### src/rtl/dma_channel_arbiter_if.sv
// Request/acknowledge bundle between the DMA arbiter and its surroundings
// (command/mask/request registers, CPU hold logic and the timing FSM).
//
// Handshake: HRQ/HLDA is a level-sensitive request/acknowledge pair. The
// arbiter raises HRQ and keeps it high until the grant ends; the CPU answers
// with HLDA, and the bus belongs to the DMA only while both are high. A grant
// ends on a one-cycle RELEASE pulse from the timing FSM or when the CPU drops
// HLDA. DACK/ACTIVE_CH are meaningful only while GRANT_VALID is high.
interface dma_channel_arbiter_if;
  logic [3:0] DREQ;
  logic       DREQ_ACTIVE_LOW;
  logic       DACK_ACTIVE_HIGH;
  logic       ROTATING_PRIO;
  logic       CTRL_DISABLE;
  logic [3:0] MASK;
  logic [3:0] SW_REQ;
  logic       HLDA;
  logic       RELEASE;
  logic       HRQ;
  logic [3:0] DACK;
  logic [1:0] ACTIVE_CH;
  logic       GRANT_VALID;
  logic [1:0] PRIO_PTR;
  logic [1:0] STATE_DBG;

  // Environment side: drives requests/configuration, observes the grant.
  modport master (
    output DREQ, DREQ_ACTIVE_LOW, DACK_ACTIVE_HIGH, ROTATING_PRIO,
           CTRL_DISABLE, MASK, SW_REQ, HLDA, RELEASE,
    input  HRQ, DACK, ACTIVE_CH, GRANT_VALID, PRIO_PTR, STATE_DBG
  );

  // Arbiter side.
  modport slave (
    input  DREQ, DREQ_ACTIVE_LOW, DACK_ACTIVE_HIGH, ROTATING_PRIO,
           CTRL_DISABLE, MASK, SW_REQ, HLDA, RELEASE,
    output HRQ, DACK, ACTIVE_CH, GRANT_VALID, PRIO_PTR, STATE_DBG
  );
endinterface

### src/rtl/dma_channel_arbiter.sv
// 4-channel DMA request arbiter and bus-hold sequencer. Qualifies hardware
// and software requests, requests the bus with HRQ, grants the winning
// channel on HLDA and holds the grant until RELEASE or loss of HLDA.
module dma_channel_arbiter #(
  parameter int NUM_CH      = 4,
  parameter int SYNC_STAGES = 1
) (
  input logic                  CLK,
  input logic                  RESET,
  dma_channel_arbiter_if.slave bus
);

  typedef enum logic [1:0] {
    ST_IDLE  = 2'd0,
    ST_REQ   = 2'd1,
    ST_GRANT = 2'd2
  } state_t;

  state_t                            state_q, state_d;
  logic                              hrq_q, hrq_d;
  logic [NUM_CH-1:0]                 grant_oh_q, grant_oh_d;
  logic                              gv_q, gv_d;
  logic [1:0]                        ch_q, ch_d;
  logic [1:0]                        ptr_q, ptr_d;
  logic [NUM_CH-1:0]                 sw_req_q;
  logic [SYNC_STAGES-1:0][NUM_CH-1:0] dreq_sync_q;

  logic [NUM_CH-1:0] req_eff;
  logic              any_req;
  logic [1:0]        base_ptr;
  logic [1:0]        winner;

  // DREQ synchronizer; resets to the inactive level so no phantom request
  // appears on the first cycle after reset.
  always_ff @(posedge CLK) begin
    if (RESET) begin
      for (int s = 0; s < SYNC_STAGES; s++) begin
        dreq_sync_q[s] <= {NUM_CH{bus.DREQ_ACTIVE_LOW}};
      end
      sw_req_q <= '0;
    end else begin
      dreq_sync_q[0] <= bus.DREQ;
      for (int s = 1; s < SYNC_STAGES; s++) begin
        dreq_sync_q[s] <= dreq_sync_q[s-1];
      end
      sw_req_q <= bus.SW_REQ;
    end
  end

  // Request qualification: polarity-corrected, masked hardware requests
  // plus unmaskable software requests.
  always_comb begin
    req_eff = ((dreq_sync_q[SYNC_STAGES-1] ^ {NUM_CH{bus.DREQ_ACTIVE_LOW}})
               & ~bus.MASK) | sw_req_q;
    any_req = |req_eff;
  end

  // Priority search: scan from lowest to highest priority so the last hit,
  // i.e. the highest-priority requester, wins. Fixed mode starts at ch0.
  always_comb begin
    base_ptr = bus.ROTATING_PRIO ? ptr_q : 2'd0;
    winner   = base_ptr;
    for (int k = NUM_CH - 1; k >= 0; k--) begin
      if (req_eff[base_ptr + 2'(k)]) begin
        winner = base_ptr + 2'(k);
      end
    end
  end

  // State and grant registers.
  always_ff @(posedge CLK) begin
    if (RESET) begin
      state_q    <= ST_IDLE;
      hrq_q      <= 1'b0;
      grant_oh_q <= '0;
      gv_q       <= 1'b0;
      ch_q       <= 2'd0;
      ptr_q      <= 2'd0;
    end else begin
      state_q    <= state_d;
      hrq_q      <= hrq_d;
      grant_oh_q <= grant_oh_d;
      gv_q       <= gv_d;
      ch_q       <= ch_d;
      ptr_q      <= ptr_d;
    end
  end

  // Next-state logic: IDLE -> REQ on a qualified request, REQ -> GRANT on
  // HLDA, GRANT -> IDLE on RELEASE (with rotation) or HLDA loss. Returning
  // through IDLE guarantees HRQ drops for a cycle between grants.
  always_comb begin
    state_d    = state_q;
    hrq_d      = hrq_q;
    grant_oh_d = grant_oh_q;
    gv_d       = gv_q;
    ch_d       = ch_q;
    ptr_d      = bus.ROTATING_PRIO ? ptr_q : 2'd0;

    case (state_q)
      ST_IDLE: begin
        hrq_d = 1'b0;
        if (any_req && !bus.CTRL_DISABLE) begin
          state_d = ST_REQ;
          hrq_d   = 1'b1;
        end
      end
      ST_REQ: begin
        if (!any_req || bus.CTRL_DISABLE) begin
          state_d = ST_IDLE;
          hrq_d   = 1'b0;
        end else if (bus.HLDA) begin
          state_d            = ST_GRANT;
          ch_d               = winner;
          grant_oh_d         = '0;
          grant_oh_d[winner] = 1'b1;
          gv_d               = 1'b1;
        end
      end
      ST_GRANT: begin
        if (bus.RELEASE || !bus.HLDA) begin
          state_d    = ST_IDLE;
          hrq_d      = 1'b0;
          grant_oh_d = '0;
          gv_d       = 1'b0;
          if (bus.RELEASE && bus.ROTATING_PRIO) begin
            ptr_d = ch_q + 2'd1;
          end
        end
      end
      default: begin
        state_d    = ST_IDLE;
        hrq_d      = 1'b0;
        grant_oh_d = '0;
        gv_d       = 1'b0;
      end
    endcase
  end

  // Output drive; DACK polarity follows the live command register bit.
  always_comb begin
    bus.HRQ         = hrq_q;
    bus.DACK        = grant_oh_q ^ {NUM_CH{~bus.DACK_ACTIVE_HIGH}};
    bus.ACTIVE_CH   = ch_q;
    bus.GRANT_VALID = gv_q;
    bus.PRIO_PTR    = ptr_q;
    bus.STATE_DBG   = state_q;
  end

endmodule

### src/flat_wrapper.sv
// flat-port wrapper written by rule: the top's interface ports become plain ports
module dma_channel_arbiter_flat 
#(
  parameter int NUM_CH      = 4,
  parameter int SYNC_STAGES = 1
)
  (CLK, RESET, bus_DREQ, bus_DREQ_ACTIVE_LOW, bus_DACK_ACTIVE_HIGH, bus_ROTATING_PRIO, bus_CTRL_DISABLE, bus_MASK, bus_SW_REQ, bus_HLDA, bus_RELEASE, bus_HRQ, bus_DACK, bus_ACTIVE_CH, bus_GRANT_VALID, bus_PRIO_PTR, bus_STATE_DBG);
  dma_channel_arbiter_if bus_i ();
  input logic CLK;
  input logic RESET;
  input wire logic [$bits(bus_i.DREQ)-1:0] bus_DREQ;
  input wire logic [$bits(bus_i.DREQ_ACTIVE_LOW)-1:0] bus_DREQ_ACTIVE_LOW;
  input wire logic [$bits(bus_i.DACK_ACTIVE_HIGH)-1:0] bus_DACK_ACTIVE_HIGH;
  input wire logic [$bits(bus_i.ROTATING_PRIO)-1:0] bus_ROTATING_PRIO;
  input wire logic [$bits(bus_i.CTRL_DISABLE)-1:0] bus_CTRL_DISABLE;
  input wire logic [$bits(bus_i.MASK)-1:0] bus_MASK;
  input wire logic [$bits(bus_i.SW_REQ)-1:0] bus_SW_REQ;
  input wire logic [$bits(bus_i.HLDA)-1:0] bus_HLDA;
  input wire logic [$bits(bus_i.RELEASE)-1:0] bus_RELEASE;
  output wire logic [$bits(bus_i.HRQ)-1:0] bus_HRQ;
  output wire logic [$bits(bus_i.DACK)-1:0] bus_DACK;
  output wire logic [$bits(bus_i.ACTIVE_CH)-1:0] bus_ACTIVE_CH;
  output wire logic [$bits(bus_i.GRANT_VALID)-1:0] bus_GRANT_VALID;
  output wire logic [$bits(bus_i.PRIO_PTR)-1:0] bus_PRIO_PTR;
  output wire logic [$bits(bus_i.STATE_DBG)-1:0] bus_STATE_DBG;
  assign bus_i.DREQ = bus_DREQ;
  assign bus_i.DREQ_ACTIVE_LOW = bus_DREQ_ACTIVE_LOW;
  assign bus_i.DACK_ACTIVE_HIGH = bus_DACK_ACTIVE_HIGH;
  assign bus_i.ROTATING_PRIO = bus_ROTATING_PRIO;
  assign bus_i.CTRL_DISABLE = bus_CTRL_DISABLE;
  assign bus_i.MASK = bus_MASK;
  assign bus_i.SW_REQ = bus_SW_REQ;
  assign bus_i.HLDA = bus_HLDA;
  assign bus_i.RELEASE = bus_RELEASE;
  assign bus_HRQ = bus_i.HRQ;
  assign bus_DACK = bus_i.DACK;
  assign bus_ACTIVE_CH = bus_i.ACTIVE_CH;
  assign bus_GRANT_VALID = bus_i.GRANT_VALID;
  assign bus_PRIO_PTR = bus_i.PRIO_PTR;
  assign bus_STATE_DBG = bus_i.STATE_DBG;
  dma_channel_arbiter #(.NUM_CH(NUM_CH), .SYNC_STAGES(SYNC_STAGES)) u_core (.CLK(CLK), .RESET(RESET), .bus(bus_i));
endmodule
### config.mk
export PLATFORM = sky130hd
export DESIGN_NAME = dma_channel_arbiter_flat
export DESIGN_NICKNAME = d
export VERILOG_FILES = /design/src/rtl/dma_channel_arbiter_if.sv /design/src/rtl/dma_channel_arbiter.sv /design/src/flat_wrapper.sv
export SDC_FILE = /design/constraint.sdc
export NUM_CORES = 1
export LEC_CHECK = 0
export CAP_MARGIN = 30
export CORE_AREA = 2 2 58 47
export DETAILED_ROUTE_END_ITERATION = 10
export DIE_AREA = 0 0 60 49
export PLACE_DENSITY = 0.93
export SYNTH_ARGS = -nofsm -noshare
export SYNTH_HDL_FRONTEND = slang
export SYNTH_SLANG_ARGS = --single-unit
### constraint.sdc
create_clock -name CLK -period 5.5 [get_ports CLK]
set_input_delay 0.825 -clock CLK [delete_from_list [all_inputs] [get_ports CLK]]
set_output_delay 0.825 -clock CLK [all_outputs]
set_load 0.01 [all_outputs]
==> impl_metrics.py <==
metrics = {
    "outcome": {
        "status": "complete, no violations",
    },
    "clocking": {
        "root_buffer": "clkbuf_4",
        "insertion_delay_ns": 0.30,
        "post-cts-setup-buffers": 0,
        "cts_buffers": 3,
        "clk_pin_slew_ns": 0.11,
        "cts.sink_count": 20,
        "htree_num_levels": 1,
        "cts_tree": "built",
        "cts_resized": 0,
        "clockBufferDepth": 2,
        "holdBufCountCts": 0,
    },
    "cells_and_area": {
        "utilization": 0.607,
        "nets": 175,
        "fillers": 207,
        "post-route-cell-area_um2": 1470,
        "diodes": 0,
        "layout-drive-gt1-share": 0.0719,
        "syn2layout_area_growth_pct": 29.7,
    },
    "hold_path": {
        "hold_depth": 1,
        "hold_path.startpoint": "u_core.grant_oh_q[3]$_SDFFE_PP0P_",
        "whs_endpoint": "u_core.grant_oh_q[3]$_SDFFE_PP0P_",
        "hp-class": "flop to flop",
    },
    "floorplan": {
        "initial_core_util": 0.468,
        "io_pins": 32,
        "fp.dieW_um": 60,
        "coreArea_um2": 2420,
        "row_count": 16,
        "die_y_um": 49,
        "die-area_um2": 2940,
    },
    "synth": {
        "synth.cell_area_um2": 1130,
        "yosysTopAreaCell": "dfxtp_1",
        "synth_area_per_cell_um2": 8.93,
        "syn_inst": 127,
        "synth-compound-area-share": 0.251,
        "synthMuxAreaShare": 0.0353,
        "synth-edff-count": 0,
        "seq_area_frac_synth": 0.353,
        "ys.flop_type": "dfxtp_1",
        "synth_fa_ha_area_frac": 0,
        "yosys-top-cells-count": "20 x dfxtp_1, 11 x inv_1, 9 x nor2_1",
        "yosysTopAreaCellShare": 0.353,
        "yosysUniqueCellTypes": 36,
        "synthArstFlopShare": 0,
        "yosysMostFrequentCell": "dfxtp_1",
        "synth-seq-cells": 20,
        "ys.warnings.count": 0,
        "synthSimpleGateAreaFrac": 0.204,
        "synth-xor-area-share": 0.0839,
        "synth_top_family_by_area": "compound AO/OA/AOI/OAI gates",
        "syn-num-nets": 147,
        "synth.top_cells.by_area": "dfxtp_1 35%, xor2_1 3.9%, nor4_4 3.8%",
    },
    "place": {
        "gp_congestion": 0.811,
        "portBuffers": 31,
        "dpl_cell_area_um2": 1450,
        "hpwl_mm": 2.03,
    },
    "drt": {
        "drc": 0,
        "vias": 1053,
        "drt-initial-drc-count": 34,
        "ant_nets": 0,
        "via_per_inst": 5.57,
        "wl_mm": 2.65,
        "drt_pass1_iterations": 5,
        "wl_per_cell_um": 14.0,
    },
    "worst_setup_path": {
        "path_class": "input port to output port",
        "path_max_fanout": 4,
        "cp_cell_sequence": "clkdlybuf4s50_1 -> xnor2_1 -> clkdlybuf4s50_1",
        "critPathRequiredTime_ns": 4.68,
        "worstSetupStartpointType": "input port",
        "rr_worst_depth": 7,
        "end_kind": "output port",
        "rrSetupSlack_ns": 3.38,
        "cp.arrival_ns": 2.14,
        "r2r-start": "u_core.bus.PRIO_PTR[0]$_SDFF_PP0_",
        "critPathMaxStageDelay_ns": 0.59,
        "path_common_cell": "clkdlybuf4s50_1",
        "cp_slowest_cell": "clkdlybuf4s50_1",
        "r2r-end": "u_core.grant_oh_q[2]$_SDFFE_PP0P_",
    },
    "power_and_ir_drop": {
        "combPwrFrac": 0.249,
        "pwr-share-clk": 0.227,
        "intPower_w": 0.000214,
        "leakage_nw": 0.554,
        "switching_share": 0.283,
        "power.net_switching_w": 0.0000844,
        "vdd_drop_max_v": 0.000142,
        "p_seq_frac": 0.523,
        "powerDensity_nw_per_um2": 203,
    },
    "sta": {
        "setup_viol": 0,
        "worstMarginPinSlew_ns": 0.620,
        "hold_viol": 0,
        "finalCritPeriodShare": 0.539,
        "period_minus_slack_ns": 2.96,
        "slew_headroom": 0.585,
        "rsz0062_at_grt": "no",
        "fmax_mhz": 337,
        "drv_slew": 0,
        "fin_skew_ns": 0.00511,
        "setup_tns_ns": 0,
    },
    "grt": {
        "grt_use_total": 0.197,
        "grt_max_degree": 19,
        "grt_pass1_vias": 1049,
        "grt-ovfl-total": 0,
        "grt_first_pass_wirelength_mm": 4.41,
        "antenna_found_initial": 0,
    },
    "flow_run": {
        "maxCapViolCount": 0,
    },
}
## metal layers
metal / GRT usage / vias up / wire (um)
met5: 0 / - / 0
met4: 0.0926 / 0 / 42
met1: 0.219 / 499 / 1130
met3: 0.0292 / 4 / 101
met2: 0.357 / 40 / 1380
li1: - / 510 / -
## logic make-up after synthesis
| family | Yosys count |
|---|---|
| XOR/XNOR | 10 |
| AO/OA/AOI/OAI | 37 |
| flip-flops | 20 |
| multiplexers | 4 |
| buffers and inverters | 19 |
| AND/OR/NAND/NOR | 37 |
## flip-flops by register name (all words and copies together), names as in the netlist
name	flops
u_core.sw_req_q	4
u_core.grant_oh_q	4
u_core.bus.ACTIVE_CH	2
u_core.bus.PRIO_PTR	2
u_core.dreq_sync_q	4
u_core.bus.HRQ	1
u_core.bus.GRANT_VALID	1
u_core.bus.STATE_DBG	2
## placed cells by master (no fill, tap or decap), types with 2 or more instances in the layout
cell,Yosys,routed
clkdlybuf4s50_1,0,31
dfxtp_1,20,20
inv_1,11,11
nor2_1,9,9
nand2_1,7,7
o21ai_0,6,6
xor2_1,5,5
a211oi_1,5,5
a21oi_1,5,5
xnor2_1,4,4
mux2i_1,4,4
a32o_1,4,4
nor2b_1,4,4
nand3_1,3,3
a31oi_1,3,3
clkbuf_4,0,3
a21oi_2,2,2
nand3b_1,2,2
o21a_1,2,2
nor4_4,2,2
nand4_1,2,2
a41oi_1,2,2
nand2b_1,2,2
a32oi_1,2,2
nor3b_1,2,2
o2bb2ai_1,2,2
## how the worst max path moves through the flow
stage / to / slack, ns / from / cells after the start
after global routing: bus_DACK[1] / 2.47 / bus_DACK_ACTIVE_HIGH / 3
after global placement: u_core.grant_oh_q[2]$_SDFFE_PP0P_ / 2.45 / bus_DREQ_ACTIVE_LOW / 7
after CTS: bus_DACK[3] / 2.52 / bus_DACK_ACTIVE_HIGH / 3
after floorplan: u_core.grant_oh_q[2]$_SDFFE_PP0P_ / 3.10 / bus_DREQ_ACTIVE_LOW / 8
final: bus_DACK[3] / 2.54 / bus_DACK_ACTIVE_HIGH / 3
after detailed placement: u_core.grant_oh_q[0]$_SDFFE_PP0P_ / 2.31 / bus_DREQ_ACTIVE_LOW / 8
## area by class of cell
type,count,area [um2],share of cell area
inverter,11,41.3,0.0281
sequential,20,400,0.272
tap,36,45.0,0.0306
clock buffer,3,22.5,0.0153
timing repair buffer,31,310,0.211
multi-input combinational,88,651,0.443
## per-stage QoR
step                      setup slack (ns)  power, W  hold WS, ns  instances
after floorplan                       3.10  0.000202        0.453        127
after global placement                2.45  0.000228        0.437        186
after detailed placement              2.31  0.000233        0.474        186
after CTS                             2.52  0.000298        0.492        189
after global routing                  2.47  0.000310        0.520        189
final                                 2.54  0.000298        0.495        189
## power groups by stage
| stage | Clock, W | Combinational (W) | Sequential, W |
|---|---|---|---|
| floorplan | 0 | 0.0000432 | 0.000159 |
| global placement | 0 | 0.0000695 | 0.000159 |
| detailed placement | 0 | 0.0000736 | 0.000159 |
| CTS | 0.0000683 | 0.0000738 | 0.000156 |
| global route | 0.0000724 | 0.0000809 | 0.000157 |
| finish | 0.0000679 | 0.0000744 | 0.000156 |
## critical path, delay by kind of cell
| family | cells | cell delay, ns |
|---|---|---|
| xor+xnor | 1 | 0.16 |
| buf+inv | 2 | 1.16 |
Power figures use the tool's default switching activity.
